### config.mk
export PLATFORM = sky130hd
export DESIGN_NAME = fifo_uart_tx
export DESIGN_NICKNAME = d
export VERILOG_FILES = /design/src/rtl/u8_uart_pkg.sv /design/src/rtl/uart_bit_timer.sv /design/src/rtl/fifo_uart_tx.sv
export SDC_FILE = /design/constraint.sdc
export NUM_CORES = 1
export LEC_CHECK = 0
export ABC_AREA = 1
export CORE_UTILIZATION = 40
export CTS_CLUSTER_SIZE = 24
export DETAILED_ROUTE_END_ITERATION = 6
export PLACE_DENSITY = 0.61
export RECOVER_POWER = 50
export SYNTH_ARGS = -nofsm -noshare
export SYNTH_HDL_FRONTEND = slang
export SYNTH_SLANG_ARGS = --single-unit
### constraint.sdc
create_clock -name clock -period 4 [get_ports clock]
set_clock_uncertainty 0.2 [all_clocks]
set_input_delay 0.8 -clock clock [delete_from_list [all_inputs] [get_ports clock]]
set_output_delay 0.8 -clock clock [all_outputs]
set_load 0.03 [all_outputs]
### src/rtl/u8_uart_pkg.sv
// rtl/u8_uart_pkg.sv - shared UART framing constants and transmitter state type
package u8_uart_pkg;

  localparam int UART_CLKDIV_DEFAULT = 16;

  typedef enum logic [2:0] {
    TX_IDLE  = 3'd0,
    TX_FETCH = 3'd1,
    TX_START = 3'd2,
    TX_DATA  = 3'd3,
    TX_STOP  = 3'd4
  } uart_tx_state_t;

endpackage

### src/rtl/uart_bit_timer.sv
// rtl/uart_bit_timer.sv - free-running 0..CLKDIV-1 bit timer with clear and terminal count
module uart_bit_timer
  import u8_uart_pkg::*;
#(
  parameter int CLKDIV = UART_CLKDIV_DEFAULT
) (
  input  logic clock,
  input  logic reset,
  input  logic clear,
  output logic tc
);

  localparam int TW = $clog2(CLKDIV);
  localparam logic [TW-1:0] LAST = TW'(CLKDIV - 1);

  logic [TW-1:0] count;

  assign tc = (count == LAST);

  always_ff @(posedge clock or negedge reset) begin
    if (!reset) begin
      count <= '0;
    end else if (clear || tc) begin
      count <= '0;
    end else begin
      count <= count + TW'(1);
    end
  end

endmodule

### src/rtl/fifo_uart_tx.sv
// rtl/fifo_uart_tx.sv - pops bytes from a registered-read FIFO and sends them as 8N1 frames
module fifo_uart_tx
  import u8_uart_pkg::*;
#(
  parameter int WIDTH  = 8,
  parameter int CLKDIV = UART_CLKDIV_DEFAULT
) (
  input  logic             clock,
  input  logic             reset,
  input  logic             enable,
  input  logic             fifo_empty,
  input  logic [WIDTH-1:0] fifo_data,
  output logic             fifo_dequeue,
  output logic             tx,
  output logic             busy
);

  localparam int IW = (WIDTH > 1) ? $clog2(WIDTH) : 1;
  localparam logic [IW-1:0] LAST_BIT = IW'(WIDTH - 1);

  uart_tx_state_t   state;
  logic [WIDTH-1:0] shift;
  logic [IW-1:0]    bit_idx;
  logic             timer_clear;
  logic             timer_tc;

  // reset is folded in so no pop can escape while the block is held in reset
  assign fifo_dequeue = (state == TX_IDLE) && enable && !fifo_empty && reset;
  assign busy         = (state != TX_IDLE);

  // holding the timer clear through IDLE/FETCH makes it start at 0 on START entry;
  // every later transition lands on a terminal count, where it wraps to 0 anyway
  assign timer_clear = (state == TX_IDLE) || (state == TX_FETCH);

  uart_bit_timer #(
    .CLKDIV(CLKDIV)
  ) u_bit_timer (
    .clock(clock),
    .reset(reset),
    .clear(timer_clear),
    .tc   (timer_tc)
  );

  always_ff @(posedge clock or negedge reset) begin
    if (!reset) begin
      state   <= TX_IDLE;
      tx      <= 1'b1;
      shift   <= '0;
      bit_idx <= '0;
    end else begin
      case (state)
        TX_IDLE: begin
          if (fifo_dequeue) state <= TX_FETCH;
        end
        TX_FETCH: begin
          shift <= fifo_data;
          tx    <= 1'b0;
          state <= TX_START;
        end
        TX_START: begin
          if (timer_tc) begin
            tx      <= shift[0];
            bit_idx <= '0;
            state   <= TX_DATA;
          end
        end
        TX_DATA: begin
          if (timer_tc) begin
            shift <= shift >> 1;
            if (bit_idx == LAST_BIT) begin
              tx      <= 1'b1;
              bit_idx <= '0;
              state   <= TX_STOP;
            end else begin
              tx      <= shift[1];
              bit_idx <= bit_idx + IW'(1);
            end
          end
        end
        TX_STOP: begin
          if (timer_tc) state <= TX_IDLE;
        end
        default: begin
          state <= TX_IDLE;
          tx    <= 1'b1;
        end
      endcase
    end
  end

endmodule

==> impl_metrics.env, run 1 <==
export IMPL_cts_sinks=19
export IMPL_grt_pass1_vias=735
export IMPL_synth_fa_ha_area_frac=0.0379
export IMPL_grt_max_degree=20
export IMPL_synth_seq_cells=19
export IMPL_clockRootBuffer="clkbuf_4"
export IMPL_routabilityCongestion=0.863
export IMPL_n_fill_cell=221
export IMPL_holdBufCountCts=0
export IMPL_slowest_delay_ns=0.67
export IMPL_hp_start="tx$_DFFE_PN1P_"
export IMPL_rows=17
export IMPL_muxShareOfSynthArea=0
export IMPL_dieWidth_microns=51.7
export IMPL_path_class="in -> out"
export IMPL_status="finished clean"
export IMPL_fin_crit_ns=3.23
export IMPL_core_area_sq_mm=0.00228
export IMPL_layout_drive_gt1_share=0.0985
export IMPL_dieArea_sq_mm=0.00268
export IMPL_netlist_area_sq_um=990
export IMPL_route_vias_total=814
export IMPL_yosysUniqueCellTypes=24
export IMPL_grt_usage=0.148
export IMPL_h_tree_depth=1
export IMPL_synthSimpleGateAreaFrac=0.247
export IMPL_firstDrtPassIters=4
export IMPL_avgSynthCellArea_sq_um=8.53
export IMPL_r2r_end="state[2]$_DFFE_PN0P_"
export IMPL_synthArstFlopShare=1.00
export IMPL_syn_inst=116
export IMPL_rsz0062_at_grt="false"
export IMPL_initialDrtViolationCount=10
export IMPL_worst_pin_slew_ns=1.01
export IMPL_hpwl_mm=1.32
export IMPL_drv_slew=0
export IMPL_drcViolationCount=0
export IMPL_hold_viol=0
export IMPL_hold_path_end="tx$_DFFE_PN1P_"
export IMPL_io_buffers=14
export IMPL_cp_required_ns=3.00
export IMPL_synth_warnings=0
export IMPL_yosysSeqAreaShare=0.482
export IMPL_powerDensity_mw_per_mm2=704
export IMPL_start_util=0.435
export IMPL_crit_path_max_fanout=2
export IMPL_min_delay_path_depth=2
export IMPL_regArea_sq_um=477
export IMPL_grt_pass1_wl_mm=2.90
export IMPL_numCtsBuffers=3
export IMPL_clk_pin_slew_ns=0.10
export IMPL_cp_start_kind="input pin"
export IMPL_grt_overflow=0
export IMPL_io_pins=15
export IMPL_synth_compound_area_share=0.148
export IMPL_endpoint_kind="output pin"
export IMPL_relSlewSlack=0.325
export IMPL_die_h_microns=51.7
export IMPL_synth_edff_count=0
export IMPL_synth_xor_area_frac=0.00885
export IMPL_leakage_nw=0.554
export IMPL_worst_r2r_startpoint="state[1]$_DFFE_PN0P_"
export IMPL_crit_chain="dlygate4sd3_1 -> nand3_1 -> nor2_1 -> clkdlybuf4s50_1"
export IMPL_wl_per_cell_microns=10.7
export IMPL_fin_crit_sh=0.809
export IMPL_r2r_setup_slack_ns=2.24
export IMPL_cap_viol_max_count=0
export IMPL_ir_drop_mv=0.337
export IMPL_post_cts_resized=0
export IMPL_cts_setup_buffers=0
export IMPL_rr_worst_depth=7
export IMPL_crit_arrival_ns=2.23
export IMPL_num_antenna_cells=0
export IMPL_crit_slowest_cell="clkdlybuf4s50_1"
export IMPL_synth_top_family_by_area="simple AND/OR/NAND/NOR gates"
export IMPL_cts_tree="yes"
export IMPL_vias_per_cell=5.09
export IMPL_route_antenna_remaining_nets=0
export IMPL_synthFlopType="dfrtp_1"
export IMPL_syn_nets=131
export IMPL_antenna_found_initial=0
export IMPL_wl_mm=1.71
export IMPL_multiInputGateArea_sq_um=437
export IMPL_layout_nets=148
export IMPL_area_growth_pct=18.0
export IMPL_insertion_delay_ns=0.28
export IMPL_hold_ws_ns=0.283
export IMPL_fin_setup_tns_ns=0
export IMPL_setup_viol=0
export IMPL_hp_class="reg -> reg"
export IMPL_max_freq_mhz=309
export IMPL_cts_path_max_buffers=2
cells by family (layout without fill, tap and decap cells):
| logic type | count (synthesis) | in the layout |
|---|---|---|
| AND/OR/NAND/NOR | 54 | 54 |
| AO/OA/AOI/OAI | 23 | 23 |
| flip-flops | 19 | 19 |
| buffers and inverters | 16 | 32 |
| adder cells (fa/ha/maj) | 3 | 3 |
| XOR/XNOR | 1 | 1 |
per-layer routing:
layer,up-vias,track usage,share of wire
met5,-,0,0
met4,0,0.0856,0.0094
met3,2,0.0292,0.041
met2,17,0.253,0.49
met1,380,0.172,0.46
li1,415,-,-
how the worst max path moves through the flow:
stage | startpoint | cells after the start | slack, ns | end
floorplan | fifo_empty | 3 | 1.67 | fifo_dequeue
global placement | reset | 4 | 0.85 | fifo_dequeue
detailed placement | reset | 4 | 0.83 | fifo_dequeue
CTS | reset | 4 | 0.82 | fifo_dequeue
global route | reset | 4 | 0.70 | fifo_dequeue
finish | reset | 4 | 0.77 | fifo_dequeue
area by class of cell:
cell class	instances	share of cell area
multi-input combinational	81	0.374
sequential	19	0.408
inverter	13	0.0418
clock buffer	4	0.0225
tap	28	0.0300
timing repair buffer	15	0.123
worst max-delay path, delay by kind of cell:
| kind | cells | cell delay [ns] |
|---|---|---|
| buffers and inverters | 2 | 1.22 |
| AND/OR/NAND/NOR | 2 | 0.21 |
where the power goes:
part	internal [mW]	switching [mW]	total, mW
logic	0.147	0.241	0.388
registers	0.274	0.0670	0.341
clock network	0.0387	0.0538	0.0925
total	0.460	0.361	0.821
state kept, by name, indices dropped and copies added, names as in the netlist:
name	cells
tx	1
shift	8
state	3
bit_idx	3
u_bit_timer.count	4
cells in the mapped netlist (2+ instances only):
cell type | number | area (sq um)
a21oi_1 | 2 | 10.0
ha_1 | 3 | 37.5
a31oi_1 | 2 | 12.5
nand3_1 | 9 | 45.0
buf_6 | 2 | 22.5
nand2_1 | 27 | 101
nand3_2 | 2 | 20.0
nor2_1 | 11 | 41.3
inv_2 | 2 | 7.51
o21ai_1 | 9 | 45.0
o21ai_0 | 2 | 10.0
inv_1 | 11 | 41.3
nand2_2 | 2 | 12.5
dfrtp_1 | 18 | 450
o211ai_1 | 5 | 37.5
cells in the final DEF (no fill, tap or decap), types with 2 or more instances in the layout:
cell type / instances
nand2_1: 27
dfrtp_1: 18
clkdlybuf4s50_1: 13
inv_1: 11
nor2_1: 11
nand3_1: 9
o21ai_1: 9
o211ai_1: 5
ha_1: 3
clkbuf_4: 3
a21oi_1: 2
nand3_2: 2
o21ai_0: 2
inv_2: 2
nand2_2: 2
a31oi_1: 2
clkbuf_1: 2
stage by stage:
step | util | total power [mW] | std cells | cell area, sq um | setup slack (ns)
finish | 0.513 | 0.821 | 160 | 1170 | 0.766
global placement | 0.503 | 0.724 | 156 | 1140 | 0.846
detailed placement | 0.503 | 0.736 | 156 | 1140 | 0.827
CTS | 0.515 | 0.830 | 160 | 1170 | 0.824
floorplan | - | 0.658 | 116 | 990 | 1.67
global route | 0.513 | 0.898 | 160 | 1170 | 0.702
No activity file was read; power rests on OpenSTA's default activity.
==> inputs of run 2 (changes only) <==
==> constraint.sdc (replaced) <==
create_clock -name clock -period 3.1 [get_ports clock]
set_clock_uncertainty 0.2 [all_clocks]
set_input_delay 0.62 -clock clock [delete_from_list [all_inputs] [get_ports clock]]
set_output_delay 0.62 -clock clock [all_outputs]
set_load 0.03 [all_outputs]
==> run 2 against run 1 <==
Compared with the run above: count of clock-buffer cells in the layout unchanged; register-to-register slack lost 0.86 ns; combinational power increased by 29%; sequential power is 28% higher; final area down 0.21%; power up 29%; critical endpoint is now busy; worst hold slack worse by 0.017 ns; critical path depth is 1 lower; critical path type is now reg -> out; largest power group unchanged; non-clock buffer count stayed put.
==> impl_metrics.env, run 2 (synthesis results as in run 1) <==
export IMPL_hold_viol=0
export IMPL_drv_slew=0
export IMPL_io_buffers=14
export IMPL_drcViolationCount=0
export IMPL_hold_ws_ns=0.266
export IMPL_p_int_mw=0.593
export IMPL_hpwl_mm=1.31
export IMPL_power_frac_seq=0.412
export IMPL_area_growth_pct=17.7
export IMPL_grt_pass1_vias=750
export IMPL_switchingPower_mw=0.466
export IMPL_leakage_nw=0.556
export IMPL_hold_path_end="u_bit_timer.count[0]$_DFF_PN0_"
export IMPL_crit_chain="inv_1 -> nand2_1 -> clkdlybuf4s50_1"
export IMPL_cap_viol_max_count=0
export IMPL_route_antenna_remaining_nets=0
export IMPL_numCtsBuffers=3
export IMPL_grt_pass1_wl_mm=3.01
export IMPL_powerDensity_mw_per_mm2=909
export IMPL_initialDrtViolationCount=12
export IMPL_dieWidth_microns=51.7
export IMPL_worst_pin_slew_ns=1.02
export IMPL_fin_crit_sh=0.828
export IMPL_clockRootBuffer="clkbuf_4"
export IMPL_layout_drive_gt1_share=0.106
export IMPL_firstDrtPassIters=4
export IMPL_layout_nets=148
export IMPL_crit_arrival_ns=1.75
export IMPL_grt_overflow=0
export IMPL_switching_share=0.440
export IMPL_crit_path_max_fanout=9
export IMPL_power_frac_clock=0.117
export IMPL_max_flop_register="shift"
export IMPL_cp_required_ns=2.28
export IMPL_slowest_delay_ns=0.67
export IMPL_max_freq_mhz=390
export IMPL_cts_sinks=19
export IMPL_io_pins=15
export IMPL_vias_per_cell=5.15
export IMPL_regArea_sq_um=477
export IMPL_multiInputGateArea_sq_um=437
export IMPL_rows=17
export IMPL_path_class="reg -> out"
export IMPL_r2r_end="state[2]$_DFFE_PN0P_"
export IMPL_cp_start_kind="flop"
export IMPL_grt_usage=0.154
export IMPL_rsz0062_at_grt="false"
export IMPL_antenna_found_initial=0
export IMPL_layout_commonest_cell="nand2_1"
export IMPL_insertion_delay_ns=0.30
export IMPL_r2r_setup_slack_ns=1.38
export IMPL_hp_class="reg -> reg"
export IMPL_relSlewSlack=0.323
export IMPL_rr_worst_depth=7
export IMPL_routabilityCongestion=0.858
export IMPL_final_cell_mix="nand2_1, dfrtp_1, clkdlybuf4s50_1"
export IMPL_comb_power_share=0.471
export IMPL_num_antenna_cells=0
export IMPL_reg_top3="shift: 8 flops, u_bit_timer.count: 4 flops"
export IMPL_cts_tree="yes"
export IMPL_wl_per_cell_microns=10.7
export IMPL_h_tree_depth=1
export IMPL_wl_mm=1.70
export IMPL_min_delay_path_depth=1
export IMPL_cts_path_max_buffers=2
export IMPL_ir_drop_mv=0.418
export IMPL_status="finished clean"
export IMPL_fin_crit_ns=2.57
export IMPL_holdBufCountCts=0
export IMPL_cts_setup_buffers=0
export IMPL_crit_slowest_cell="clkdlybuf4s50_1"
export IMPL_core_area_sq_mm=0.00228
export IMPL_worst_r2r_startpoint="state[1]$_DFFE_PN0P_"
export IMPL_setup_viol=0
export IMPL_die_h_microns=51.7
export IMPL_dieArea_sq_mm=0.00268
export IMPL_start_util=0.435
export IMPL_clk_pin_slew_ns=0.10
export IMPL_largest_reg_flops=8
export IMPL_endpoint_kind="output pin"
export IMPL_route_vias_total=824
export IMPL_n_fill_cell=226
export IMPL_fin_setup_tns_ns=0
export IMPL_post_cts_resized=0
export IMPL_hp_start="u_bit_timer.count[0]$_DFF_PN0_"
export IMPL_grt_max_degree=20
-- run 2: cell types whose count changed in the layout (fill, tap and decap cells not counted) --
cell / change
buf_4: +1
clkdlybuf4s50_1: -1
-- run 2: worst max path at each step --
stage                                    start      endpoint  slack [ns]  depth (start not counted)
final                     state[1]$_DFFE_PN0P_          busy        0.53                          3
after floorplan           state[2]$_DFFE_PN0P_  fifo_dequeue        0.95                          3
after CTS                 state[1]$_DFFE_PN0P_          busy        0.50                          3
after detailed placement                 reset  fifo_dequeue        0.80                          4
after global routing      state[1]$_DFFE_PN0P_          busy        0.44                          3
after global placement                   reset  fifo_dequeue        0.81                          4
-- run 2: area by class of cell --
class                           count  area share
Tap cell                           28      0.0301
Clock buffer                        4      0.0226
Multi-Input combinational cell     81       0.375
Sequential cell                    19       0.409
Timing Repair Buffer               15       0.121
Inverter                           13      0.0419
-- run 2: power groups by stage --
| stage | combinational (mW) | clock [mW] | sequential [mW] |
|---|---|---|---|
| after detailed placement | 0.506 | 0 | 0.444 |
| after global placement | 0.493 | 0 | 0.441 |
| after CTS | 0.507 | 0.131 | 0.439 |
| after floorplan | 0.422 | 0 | 0.426 |
| final | 0.499 | 0.124 | 0.437 |
| after global routing | 0.570 | 0.141 | 0.455 |
-- run 2: critical path, delay by kind of cell, from the launching register on --
| family | cells | cell delay, ns |
|---|---|---|
| buffers and inverters | 2 | 0.77 |
| DFF | 1 | 0.58 |
| and+or+nand+nor | 1 | 0.10 |
-- run 2: stage by stage --
| step | area, sq um | worst slack [ns] | cells | total power, mW | util |
|---|---|---|---|---|---|
| detailed placement | 1140 | 0.802 | 156 | 0.950 | 0.502 |
| CTS | 1170 | 0.496 | 160 | 1.08 | 0.513 |
| finish | 1160 | 0.533 | 160 | 1.06 | 0.512 |
| global route | 1160 | 0.438 | 160 | 1.17 | 0.512 |
| floorplan | 990 | 0.949 | 116 | 0.848 | - |
| global placement | 1140 | 0.809 | 156 | 0.934 | 0.502 |
-- run 2: per-layer routing --
layer  track usage  up-vias  routed length (microns)
met5             0        -                        0
met4         0.104        0                       48
met3        0.0292        5                       59
met2         0.281       17                      812
met1         0.158      385                      784
li1              -      417                        -
==> inputs of run 3 (changes only) <==
==> constraint.sdc (replaced) <==
create_clock -name clock -period 2.65 [get_ports clock]
set_clock_uncertainty 0.2 [all_clocks]
set_input_delay 0.53 -clock clock [delete_from_list [all_inputs] [get_ports clock]]
set_output_delay 0.53 -clock clock [all_outputs]
set_load 0.03 [all_outputs]
==> run 3 against run 2 <==
Compared with the run above: global-route usage shrank 0.12 points; die area is the same; largest power group unchanged; cell count is the same; critical path type unchanged; via count shrank 1.1%; critical path depth is the same; wire length grew 1.1%; sequential power grew 17%; clock power grew 15%; critical endpoint unchanged; first-iteration DRC count shrank 33%; worst hold slack gained 0.0042 ns; power grew 17%.
==> impl_metrics.env, run 3 (synthesis results as in run 1) <==
export IMPL_layout_drive_gt1_share=0.106
export IMPL_crit_path_max_fanout=9
export IMPL_cap_viol_max_count=0
export IMPL_dieArea_sq_mm=0.00268
export IMPL_fin_crit_sh=0.918
export IMPL_h_tree_depth=1
export IMPL_cts_path_max_buffers=2
export IMPL_worst_pin_slew_ns=1.01
export IMPL_die_h_microns=51.7
export IMPL_r2r_setup_slack_ns=0.95
export IMPL_route_antenna_remaining_nets=0
export IMPL_layout_commonest_cell="nand2_1"
export IMPL_cp_start_kind="flop"
export IMPL_setup_viol=0
export IMPL_status="finished clean"
export IMPL_route_vias_total=815
export IMPL_vias_per_cell=5.09
export IMPL_reg_top3="shift: 8 flops, u_bit_timer.count: 4 flops"
export IMPL_cts_tree="yes"
export IMPL_post_cts_resized=0
export IMPL_worst_r2r_startpoint="state[1]$_DFFE_PN0P_"
export IMPL_num_antenna_cells=0
export IMPL_crit_chain="inv_1 -> nand2_1 -> clkdlybuf4s50_1"
export IMPL_dieWidth_microns=51.7
export IMPL_numCtsBuffers=3
export IMPL_firstDrtPassIters=4
export IMPL_hpwl_mm=1.34
export IMPL_fin_crit_ns=2.43
export IMPL_hold_viol=0
export IMPL_hp_start="u_bit_timer.count[0]$_DFF_PN0_"
export IMPL_largest_reg_flops=8
export IMPL_antenna_found_initial=0
export IMPL_max_freq_mhz=411
export IMPL_crit_slowest_cell="clkdlybuf4s50_1"
export IMPL_io_buffers=14
export IMPL_path_buf_inv=2
export IMPL_hp_class="reg -> reg"
export IMPL_insertion_delay_ns=0.29
export IMPL_rsz0062_at_grt="false"
export IMPL_wl_mm=1.72
export IMPL_path_class="reg -> out"
export IMPL_layout_nets=148
export IMPL_routabilityCongestion=0.872
export IMPL_rr_worst_depth=7
export IMPL_holdBufCountCts=0
export IMPL_initialDrtViolationCount=8
export IMPL_core_area_sq_mm=0.00228
export IMPL_r2r_end="state[2]$_DFFE_PN0P_"
export IMPL_cts_sinks=19
export IMPL_drcViolationCount=0
export IMPL_clockRootBuffer="clkbuf_4"
export IMPL_grt_overflow=0
export IMPL_cp_required_ns=1.92
export IMPL_min_delay_path_depth=1
export IMPL_hold_path_end="u_bit_timer.count[0]$_DFF_PN0_"
export IMPL_endpoint_kind="output pin"
export IMPL_max_flop_register="shift"
export IMPL_area_growth_pct=17.7
export IMPL_grt_usage=0.153
export IMPL_slowest_delay_ns=0.67
export IMPL_power_mw=1.24
export IMPL_grt_max_degree=20
export IMPL_cp_top_family="buffers and inverters"
export IMPL_start_util=0.435
export IMPL_io_pins=15
export IMPL_powerDensity_mw_per_mm2=1070
export IMPL_leakage_nw=0.556
export IMPL_cts_setup_buffers=0
export IMPL_clk_pin_slew_ns=0.10
export IMPL_grt_pass1_wl_mm=2.90
export IMPL_drv_slew=0
export IMPL_rows=17
export IMPL_crit_arrival_ns=1.70
export IMPL_final_cell_mix="nand2_1, dfrtp_1, clkdlybuf4s50_1"
export IMPL_wl_per_cell_microns=10.8
export IMPL_fin_setup_tns_ns=0
export IMPL_ir_drop_mv=0.504
export IMPL_relSlewSlack=0.328
export IMPL_grt_pass1_vias=724
[run 3: metrics by stage]
step | instances | hold slack [ns] | setup slack (ns) | utilization | area, sq um
after floorplan | 116 | 0.0344 | 0.589 | - | 990
after global placement | 156 | 0.250 | 0.535 | 0.502 | 1140
after detailed placement | 156 | 0.256 | 0.492 | 0.502 | 1140
after CTS | 160 | 0.270 | 0.200 | 0.513 | 1170
after global routing | 160 | 0.285 | 0.110 | 0.512 | 1160
final | 160 | 0.270 | 0.216 | 0.512 | 1160
[run 3: cell type report]
cell class | instances | area [sq um]
Clock buffer | 4 | 26.3
Fill cell | 232 | 1110
Inverter | 13 | 48.8
Multi-Input combinational cell | 81 | 437
Sequential cell | 19 | 477
Tap cell | 28 | 35.0
Timing Repair Buffer | 15 | 141
[run 3: worst max-delay path by stage]
stage,from,to,cells after the start
after global placement,reset,fifo_dequeue,4
after detailed placement,reset,fifo_dequeue,4
after floorplan,state[2]$_DFFE_PN0P_,fifo_dequeue,3
after CTS,state[1]$_DFFE_PN0P_,busy,3
after global routing,state[1]$_DFFE_PN0P_,busy,3
final,state[1]$_DFFE_PN0P_,busy,3
[run 3: routing by layer]
layer / vias to the layer above / wire length, microns / track usage
met5: - / 0 / 0
met4: 0 / 16 / 0.108
met3: 2 / 76 / 0.0380
met2: 19 / 808 / 0.255
met1: 380 / 821 / 0.169
li1: 414 / - / -
[run 3: power breakdown]
part / total (mW) / switching [mW] / internal [mW]
Sequential: 0.510 / 0.0969 / 0.413
Combinational: 0.589 / 0.368 / 0.222
Clock: 0.143 / 0.0847 / 0.0585
Total: 1.24 / 0.549 / 0.693
